===== src/rtl/proc_sequencer.sv =====
// proc_sequencer: single-issue step sequencer for a tiny ROM/RAM/ALU datapath.
//
// A load pulse writes an operand word into data RAM address 0. A step pulse
// fetches the opcode at PC from program ROM while the operand is read from RAM
// address 0. The external ALU then sees opcode and operand, and its result is
// latched, flagged with result_valid and written back (low 8 bits) to RAM
// address 1. PC then advances, wrapping after LAST_PC.
//
// Ports:
//   clk, rst           clock, asynchronous active-low reset
//   step, load         one-cycle request pulses, honoured only when idle
//   sw_data[7:0]       operand word {b, a} written on load
//   prom_data[3:0]     program ROM read data (1-cycle latency)
//   dram_q[7:0]        data RAM read data (consumed by the ALU, not here)
//   ula_out[8:0]       combinational ALU result
//   ula_sinal          combinational ALU sign flag
//   prom_addr[2:0]     program ROM address
//   dram_addr          data RAM address
//   dram_we            data RAM write enable
//   dram_wdata[7:0]    data RAM write data
//   opcode[3:0]        latched opcode driving the ALU
//   result[8:0]        latched ALU result
//   result_sign        latched ALU sign
//   result_valid       one-cycle pulse marking a new result
//   busy               high whenever the sequencer is not idle
//   pc[2:0]            program counter
module proc_sequencer #(
   parameter int LAST_PC = 4
) (
   input  logic       clk,
   input  logic       rst,
   input  logic       step,
   input  logic       load,
   input  logic [7:0] sw_data,
   input  logic [3:0] prom_data,
   input  logic [7:0] dram_q,
   input  logic [8:0] ula_out,
   input  logic       ula_sinal,
   output logic [2:0] prom_addr,
   output logic       dram_addr,
   output logic       dram_we,
   output logic [7:0] dram_wdata,
   output logic [3:0] opcode,
   output logic [8:0] result,
   output logic       result_sign,
   output logic       result_valid,
   output logic       busy,
   output logic [2:0] pc
);

   typedef enum logic [2:0] {IDLE, LOAD, FETCH, EXEC, WB} state_t;

   localparam logic [2:0] LAST = LAST_PC[2:0];

   state_t     state, state_d;
   logic [2:0] pc_d, prom_addr_d;
   logic       dram_addr_d, dram_we_d, result_sign_d, result_valid_d, busy_d;
   logic [7:0] dram_wdata_d;
   logic [3:0] opcode_d;
   logic [8:0] result_d;

   // The operand path runs RAM -> ALU directly; the sequencer only times it.
   logic unused_dram_q;
   assign unused_dram_q = ^dram_q;

   always_comb begin
      state_d        = state;
      pc_d           = pc;
      prom_addr_d    = prom_addr;
      dram_addr_d    = dram_addr;
      dram_we_d      = 1'b0;
      dram_wdata_d   = dram_wdata;
      opcode_d       = opcode;
      result_d       = result;
      result_sign_d  = result_sign;
      result_valid_d = 1'b0;
      case (state)
         IDLE: begin
            // load wins over a simultaneous step; the step is dropped
            if (load) begin
               state_d      = LOAD;
               dram_we_d    = 1'b1;
               dram_addr_d  = 1'b0;
               dram_wdata_d = sw_data;
            end else if (step) begin
               state_d     = FETCH;
               prom_addr_d = pc;
               dram_addr_d = 1'b0;
            end
         end
         LOAD:  state_d = IDLE;
         // ROM and RAM both have one cycle of read latency; FETCH absorbs it
         FETCH: state_d = EXEC;
         EXEC: begin
            opcode_d = prom_data;
            state_d  = WB;
         end
         WB: begin
            // ALU output is valid this cycle; results appear registered next cycle
            result_d       = ula_out;
            result_sign_d  = ula_sinal;
            result_valid_d = 1'b1;
            dram_we_d      = 1'b1;
            dram_addr_d    = 1'b1;
            dram_wdata_d   = ula_out[7:0];
            pc_d           = (pc == LAST) ? 3'd0 : pc + 3'd1;
            state_d        = IDLE;
         end
         default: state_d = IDLE;
      endcase
      busy_d = (state_d != IDLE);
   end

   always_ff @(posedge clk or negedge rst) begin
      if (!rst) begin
         state        <= IDLE;
         pc           <= 3'd0;
         prom_addr    <= 3'd0;
         dram_addr    <= 1'b0;
         dram_we      <= 1'b0;
         dram_wdata   <= 8'd0;
         opcode       <= 4'd0;
         result       <= 9'd0;
         result_sign  <= 1'b0;
         result_valid <= 1'b0;
         busy         <= 1'b0;
      end else begin
         state        <= state_d;
         pc           <= pc_d;
         prom_addr    <= prom_addr_d;
         dram_addr    <= dram_addr_d;
         dram_we      <= dram_we_d;
         dram_wdata   <= dram_wdata_d;
         opcode       <= opcode_d;
         result       <= result_d;
         result_sign  <= result_sign_d;
         result_valid <= result_valid_d;
         busy         <= busy_d;
      end
   end

endmodule


===== config.mk =====
export PLATFORM = sky130hd
export DESIGN_NAME = proc_sequencer
export DESIGN_NICKNAME = d
export VERILOG_FILES = /design/src/rtl/proc_sequencer.sv
export SDC_FILE = /design/constraint.sdc
export NUM_CORES = 1
export LEC_CHECK = 0
export ABC_CLOCK_PERIOD_IN_PS = 4000
export BUFFER_PORTS_ARGS = -buffer_cell sky130_fd_sc_hd__buf_4
export CORE_MARGIN = 2
export CORE_UTILIZATION = 45
export CTS_CLUSTER_SIZE = 20
export DETAILED_ROUTE_END_ITERATION = 16
export GPL_TIMING_DRIVEN = 0
export HOLD_SLACK_MARGIN = 0.12
export PLACE_DENSITY = 0.8
export SYNTH_ARGS = -nofsm -noshare
export SYNTH_HDL_FRONTEND = slang
export SYNTH_SLANG_ARGS = --single-unit

===== constraint.sdc =====
create_clock -name clk -period 4 [get_ports clk]
set_clock_uncertainty 0.2 [all_clocks]
set_input_delay 0.4 -clock clk [delete_from_list [all_inputs] [get_ports clk]]
set_output_delay 0.4 -clock clk [all_outputs]
set_load 0.1 [all_outputs]

== Word-level counts from Yosys, hierarchy flattened ==
Cells that the tools add are included.

* Add/sub/neg operators: 1
* Equality and inequality tests: 6
* Muxes and demuxes: 12
* Bitwise operators: 1
* Reduce and logical (&&, ||, !) cells: 6

{| class="wikitable"
|+ Operators with widths
! operator !! number
|-
| one-hot mux 8 bit (2 select lines) || 1
|-
| two-way mux 3 bit || 3
|-
| one-hot mux 3 bit (3 select lines) || 1
|-
| two-way mux 8 bit || 1
|-
| equality test 3 x 2 -> 1 bit (second input constant) || 2
|-
| equality test 3 bit (second input constant) || 2
|-
| two-way mux 1 bit || 4
|-
| one-hot mux 1 bit (2 select lines) || 2
|-
| AND reduction 2 bit || 2
|-
| adder 3 x 1 -> 3 bit (second input constant) || 1
|-
| logical NOT 3 bit || 1
|-
| != test 3 bit (second input constant) || 1
|-
| AND reduction 3 bit || 1
|-
| nonzero test 3 bit || 1
|-
| != test 2 bit (second input constant) || 1
|-
| nonzero test 2 bit || 1
|-
| NOT 1 bit || 1
|}

* Flip-flop bits (word level): 35
* Output and inout bits: 32

== Depth between registers and ports, before layout ==
Gate-level depths: netlist (run 1).

* Depth in word-level cells: 4
* Depth in mapped cells: 5
* Gate-level depth less buffers: 5

== Worst setup path after synthesis (run 1) ==
Ideal clock, no wire load.

* Kind: reg-to-reg
* From: register pc[0]
* To: register pc[2]
* Library setup time: 92 ps
* Arrival: 1565 ps
* Required time: 3708 ps
* Slack: 2142 ps
* Stages on the path, launching flop included: 6
* Clock period less this slack: 1858 ps
* Path through: dfrtp_1 > inv_1 > ha_1 > nor2_1 > o21ai_0 > o21ai_0

* Cells in the longest elaborated chain, start to end: 2

{| class="wikitable"
|+ Ends and longest elaborated chain
! element !! line !! RTL
|-
| from (decl) || 48 || <nowiki>output logic [2:0] pc</nowiki>
|-
| from (signal assigned) || 129 || <nowiki>pc <= pc_d;</nowiki>
|-
| adder 3 x 1 -> 3 bit or equality test 3 bit (tied branches) || 106 || <nowiki>pc_d = (pc == LAST) ? 3'd0 : pc + 3'd1;</nowiki>
|-
| two-way mux 3 bit * || 106 ||
|}

Mark *: on every way between the ends. The rest lies on a longest branch, timed or not.
A chain may end at the register's enable or synchronous reset.

== Worst setup path after layout (run 1) ==
* From: register pc[0]
* To: output port pc[0]

No word-level cell between the ends.

==> flow_metrics.env, run 1 <==
export IMPL_fmax_mhz=585
export IMPL_viasPerCell=4.94
export IMPL_yosysTopAreaCell="dfrtp_1"
export IMPL_grt_max_degree=36
export IMPL_cts_resized=0
export IMPL_synth_seq_area_share_pct=59.3
export IMPL_finalSetupTns_ns=0
export IMPL_cts_buffers=5
export IMPL_drive_gt1_share_pct=37.9
export IMPL_ys_ff_latch=35
export IMPL_finalSetupViolCount=0
export IMPL_die_w_um=61.3
export IMPL_htreeDepth=2
export IMPL_ys_async_sr_fraction_pct=100
export IMPL_core_um2=3080
export IMPL_dpl_hpwl_um=2590
export IMPL_cts_hold_buffers=14
export IMPL_cts_tree="done"
export IMPL_yosys_warnings=0
export IMPL_status="completed"
export IMPL_drcViolationCount=0
export IMPL_final_cell_mix="buf_4 (56), nand2_1 (41), dfrtp_1 (35), dlygate4sd3_1 (14)"
export IMPL_track_usage_pct=21.9
export IMPL_crit_family="flip-flops"
export IMPL_floorplan_rows=20
export IMPL_ios=66
export IMPL_clockBufferDepth=2
export IMPL_fillers=252
export IMPL_fp_dieH_um=61.3
export IMPL_drtIter0Drc=80
export IMPL_slew_violations=0
export IMPL_path_class="reg -> out"
export IMPL_finalCritPeriodShare_pct=42.7
export IMPL_max_cap_violations=0
export IMPL_cts_root_buf="clkbuf_4"
export IMPL_worstMarginPinSlew_ns=0.587
export IMPL_startpoint_type="flop"
export IMPL_first_pass_iters=4
export IMPL_crit_start="pc[0]$_DFFE_PN0P_"
export IMPL_synth_edf_count=0
export IMPL_grt_pass1_vias=1335
export IMPL_gp_congestion=0.857
export IMPL_antenna_found_initial=0
export IMPL_netlist_area_um2=1480
export IMPL_fin_crit_ns=1.71
export IMPL_nets=254
export IMPL_cp_required_ns=3.40
export IMPL_ys_flop_type="dfrtp_1"
export IMPL_path_cells="buf_4"
export IMPL_syn_nets=177
export IMPL_synthDistinctLibCells=24
export IMPL_synth_top_cell_area_share_pct=59.3
export IMPL_cp_end_kind="output port"
export IMPL_top_usage_layer="met2"
export IMPL_grt_use_met2_pct=38.8
export IMPL_final_common_cell="buf_4"
export IMPL_crit_path_max_incr_delay_ns=0.45
export IMPL_die_area_um2=3760
export IMPL_route_vias_total=1300
export IMPL_start_util_pct=48.0
export IMPL_diodes=0
export IMPL_clk_pin_slew_ns=0.10
export IMPL_ant_nets=0
export IMPL_min_from="ula_out[3]"
export IMPL_postCtsSetupBuffers=0
export IMPL_worstPathMaxFanout=5
export IMPL_post_drt_wl_per_cell_um=14.2
export IMPL_slew_headroom_pct=60.7
export IMPL_regToRegStartpoint="state[0]$_DFF_PN0_"
export IMPL_port_buffer_count=56
export IMPL_grt_use_met3_pct=6.09
export IMPL_crit_buf_inv=1
export IMPL_arrival_ns=1.11
export IMPL_worst_path_max_delay_cell="dfrtp_1"
export IMPL_hold_path_class="in -> reg"
export IMPL_synth_area_top_cells="dfrtp_1 (59%), nand2_1 (10%), mux2_2 (5.3%)"
export IMPL_grt_ovfl_total=0
export IMPL_hold_viol=0
export IMPL_clk_latency_ns=0.33
export IMPL_routed_wl_um=3730
export IMPL_rsz0062_at_grt="no"
export IMPL_postSynthCellCount=141
export IMPL_syn_to_final_growth_pct=46.4
export IMPL_clock_sinks=35
export IMPL_syn_avg_cell_area_um2=10.5
export IMPL_grt_pass1_wl_um=5950
export IMPL_grt_met1_usage_pct=25.1
-- stage by stage --
| stage | cells | util (%) | cell area, µm² | hold slack (ns) | setup slack (ns) |
|---|---|---|---|---|---|
| floorplan | 141 | - | 1480 | -0.0956 | 2.14 |
| global placement | 241 | 63.4 | 1950 | 0.167 | 2.43 |
| detailed placement | 241 | 63.4 | 1950 | 0.170 | 2.38 |
| CTS | 263 | 70.2 | 2160 | 0.129 | 2.28 |
| global route | 263 | 70.2 | 2160 | 0.138 | 2.25 |
| finish | 263 | 70.2 | 2160 | 0.146 | 2.29 |
-- sequential cells by signal, summed over array words and instances (netlist names) --
signal        cells
dram_addr         1
result            9
prom_addr         3
dram_wdata        8
result_sign       1
busy              1
dram_we           1
state             3
result_valid      1
pc                3
opcode            4
-- area by class of cell --
| class | instances | area, µm² | area share, % |
|---|---|---|---|
| Multi-Input combinational cell | 96 | 551 | 25.5 |
| Buffer | 6 | 33.8 | 1.56 |
| Inverter | 4 | 16.3 | 0.753 |
| Tap cell | 44 | 55.1 | 2.55 |
| Timing Repair Buffer | 70 | 561 | 25.9 |
| Clock buffer | 8 | 68.8 | 3.18 |
| Sequential cell | 35 | 876 | 40.5 |
-- worst min-delay path, stage by stage --
cell and delay [ns]:
buf_4 0.08, nand2_1 0.09, nand2_1 0.08
-- metal layers --
metal / wire length, µm / up-vias
met1: 1580 / 615
met5: 0 / -
met2: 1830 / 54
met4: 66 / 0
li1: - / 624
met3: 259 / 7
-- Yosys cell counts, types with 2 or more instances --
| cell type | instances |
|---|---|
| a31oi_1 | 8 |
| buf_2 | 3 |
| dfrtp_1 | 35 |
| ha_1 | 2 |
| inv_1 | 3 |
| mux2_2 | 7 |
| nand2_1 | 41 |
| nand2_2 | 3 |
| nand3b_1 | 2 |
| nor2_1 | 7 |
| nor2b_1 | 8 |
| o211ai_1 | 5 |
| o211ai_2 | 3 |
| o21ai_0 | 4 |
-- cells by family after synthesis --
| logic type | Yosys count | share of synthesized area [%] |
|---|---|---|
| multiplexers | 7 | 5.34 |
| flip-flops | 35 | 59.3 |
| adder cells (fa/ha/maj) | 2 | 1.69 |
| buffers and inverters | 10 | 3.39 |
| AO/OA/AOI/OAI | 22 | 10.5 |
| AND/OR/NAND/NOR | 65 | 19.7 |
-- path summary, 6_finish.rpt --
| check | end | slack [ns] | cells after the start |
|---|---|---|---|
| max | pc[0] | 2.29 | 1 |
| min | result[3]$_DFFE_PN0P_ | 0.15 | 3 |
| max reg2reg | dram_wdata[4]$_DFFE_PN0P_ | 2.40 | 3 |
| min reg2reg | result[7]$_DFFE_PN0P_ | 0.29 | 2 |
| max in group asynchronous | pc[2]$_DFFE_PN0P_ | 2.94 | 2 |
| min in group asynchronous | state[1]$_DFF_PN0_ | 0.36 | 2 |
Power of run 1 is not shown: default switching activity piles up to over one toggle a cycle in this logic, so the estimate is an artifact.
==> run 2, diff against run 1 <==
Settings changed: ABC_CLOCK_PERIOD_IN_PS 4000 to 1800.
Clock period 4 ns to 1.8 ns, I/O delays scaled along.
==> run 2 against run 1 <==
  * Flip-flop and latch count did not move
  * Non-clock buffer count rose by 11
  * Clock-buffer cell count did not move
  * Cell count rose by 4.2%
  * Via count rose by 3.5%
==> flow_metrics.env, run 2 (synthesis gave the netlist of run 1 again) <==
export IMPL_status="completed"
export IMPL_cts_buffers=5
export IMPL_die_w_um=61.3
export IMPL_worst_path_max_delay_cell="dlygate4sd3_1"
export IMPL_startpoint_type="input pin"
export IMPL_dpl_hpwl_um=2580
export IMPL_htreeDepth=2
export IMPL_regMostFlops="result"
export IMPL_path_cells="dlygate4sd3_1 > buf_2 > nor2_1 > nand3_1 > mux2_2"
export IMPL_nets=265
export IMPL_cts_tree="done"
export IMPL_antenna_found_initial=0
export IMPL_multi_input_area_um2=551
export IMPL_port_buffer_count=56
export IMPL_grt_max_degree=36
export IMPL_clk_latency_ns=0.33
export IMPL_arrival_ns=1.61
export IMPL_route_vias_total=1345
export IMPL_fillers=227
export IMPL_top_regs="result x9, dram_wdata x8, opcode x4"
export IMPL_crit_buf_inv=2
export IMPL_hold_path_class="in -> async"
export IMPL_clock_sinks=35
export IMPL_cts_resized=0
export IMPL_fin_crit_ns=1.59
export IMPL_largest_reg_flops=9
export IMPL_fmax_mhz=628
export IMPL_cts_root_buf="clkbuf_4"
export IMPL_seqCellArea_um2=878
export IMPL_die_area_um2=3760
export IMPL_syn_to_final_growth_pct=54.0
export IMPL_grt_pass1_wl_um=6330
export IMPL_cp_end_kind="flop"
export IMPL_start_util_pct=48.0
export IMPL_ant_nets=0
export IMPL_viasPerCell=4.91
export IMPL_slew_headroom_pct=63.5
export IMPL_rsz0062_at_grt="no"
export IMPL_grt_ovfl_total=0
export IMPL_crit_family="buffers and inverters"
export IMPL_routed_wl_um=3790
export IMPL_final_common_cell="buf_4"
export IMPL_drtIter0Drc=58
export IMPL_ios=66
export IMPL_hold_viol=0
export IMPL_diodes=0
export IMPL_gp_congestion=0.877
export IMPL_first_pass_iters=4
export IMPL_slew_violations=0
export IMPL_finalCritPeriodShare_pct=88.5
export IMPL_track_usage_pct=23.4
export IMPL_clockBufferDepth=2
export IMPL_drcViolationCount=0
export IMPL_post_drt_wl_per_cell_um=13.8
export IMPL_cp_required_ns=1.81
export IMPL_worstPathMaxFanout=10
export IMPL_fp_dieH_um=61.3
export IMPL_path_class="in -> reg"
export IMPL_final_cell_mix="buf_4 (56), nand2_1 (41), dfrtp_1 (33), dlygate4sd3_1 (25)"
export IMPL_drive_gt1_share_pct=37.0
export IMPL_crit_path_max_incr_delay_ns=0.53
export IMPL_max_cap_violations=0
export IMPL_floorplan_rows=20
export IMPL_finalSetupTns_ns=0
export IMPL_worstMarginPinSlew_ns=0.546
export IMPL_finalSetupViolCount=0
export IMPL_grt_pass1_vias=1433
export IMPL_clk_pin_slew_ns=0.10
export IMPL_core_um2=3080
-- run 2: cell count changes in the layout (fill, tap and decap cells not counted), sizes merged --
cell,change
dlygate4sd3,+11
-- run 2: metrics by stage --
step / util, % / std cells / instance area, µm² / setup slack [ns] / hold slack, ns
finish: 73.9 / 274 / 2270 / 0.206 / 0.129
global route: 73.9 / 274 / 2270 / 0.0947 / 0.145
CTS: 73.9 / 274 / 2270 / 0.225 / 0.128
detailed placement: 63.5 / 241 / 1950 / 0.244 / -0.0501
global placement: 63.5 / 241 / 1950 / 0.269 / -0.0541
floorplan: - / 141 / 1480 / 0.199 / -0.316
-- run 2: cell type report --
class	count	share of cell area, %
sequential	35	38.6
timing repair buffer	81	29.5
multi-input combinational	96	24.2
clock buffer	8	3.03
tap	44	2.42
buffer	6	1.49
inverter	4	0.715
-- run 2: routing by layer --
layer  up-vias  part of all wire [%]  track usage [%]
met5         -                     0                0
met4         0                   1.3             6.52
met3         6                   6.7             6.93
met2        57                    51             42.2
met1       630                    41             26.9
li1        652                     -                -
-- run 2: worst reg2reg max path, stage by stage (launching register included) --
cell and delay [ns]:
dfrtp_1 0.43, or2_2 0.30, clkbuf_1 0.23, o21ai_0 0.22, nand2_1 0.07
-- run 2: final timing paths --
| path | endpoint | cells after the start | from | slack [ns] |
|---|---|---|---|---|
| setup / recovery | prom_addr[2]$_DFFE_PN0P_ | 5 | load | 0.21 |
| hold / removal | result[2]$_DFFE_PN0P_ | 2 | rst | 0.13 |
| setup reg to reg | dram_addr$_DFFE_PN0P_ | 4 | state[0]$_DFF_PN0_ | 0.23 |
| hold reg to reg | result[6]$_DFFE_PN0P_ | 2 | result[6]$_DFFE_PN0P_ | 0.28 |
| max in group asynchronous | pc[0]$_DFFE_PN0P_ | 2 | rst | 0.95 |
| min in group clk | result[6]$_DFFE_PN0P_ | 2 | result[6]$_DFFE_PN0P_ | 0.28 |
-- run 2: timing repair --
| action | CTS | global route |
|---|---|---|
| endpoints found under the hold margin | 61 | 0 |
| hold buffers | 25 | 0 |
| buffers inserted | 0 | 0 |
Power of run 2 is left out for the same reason.
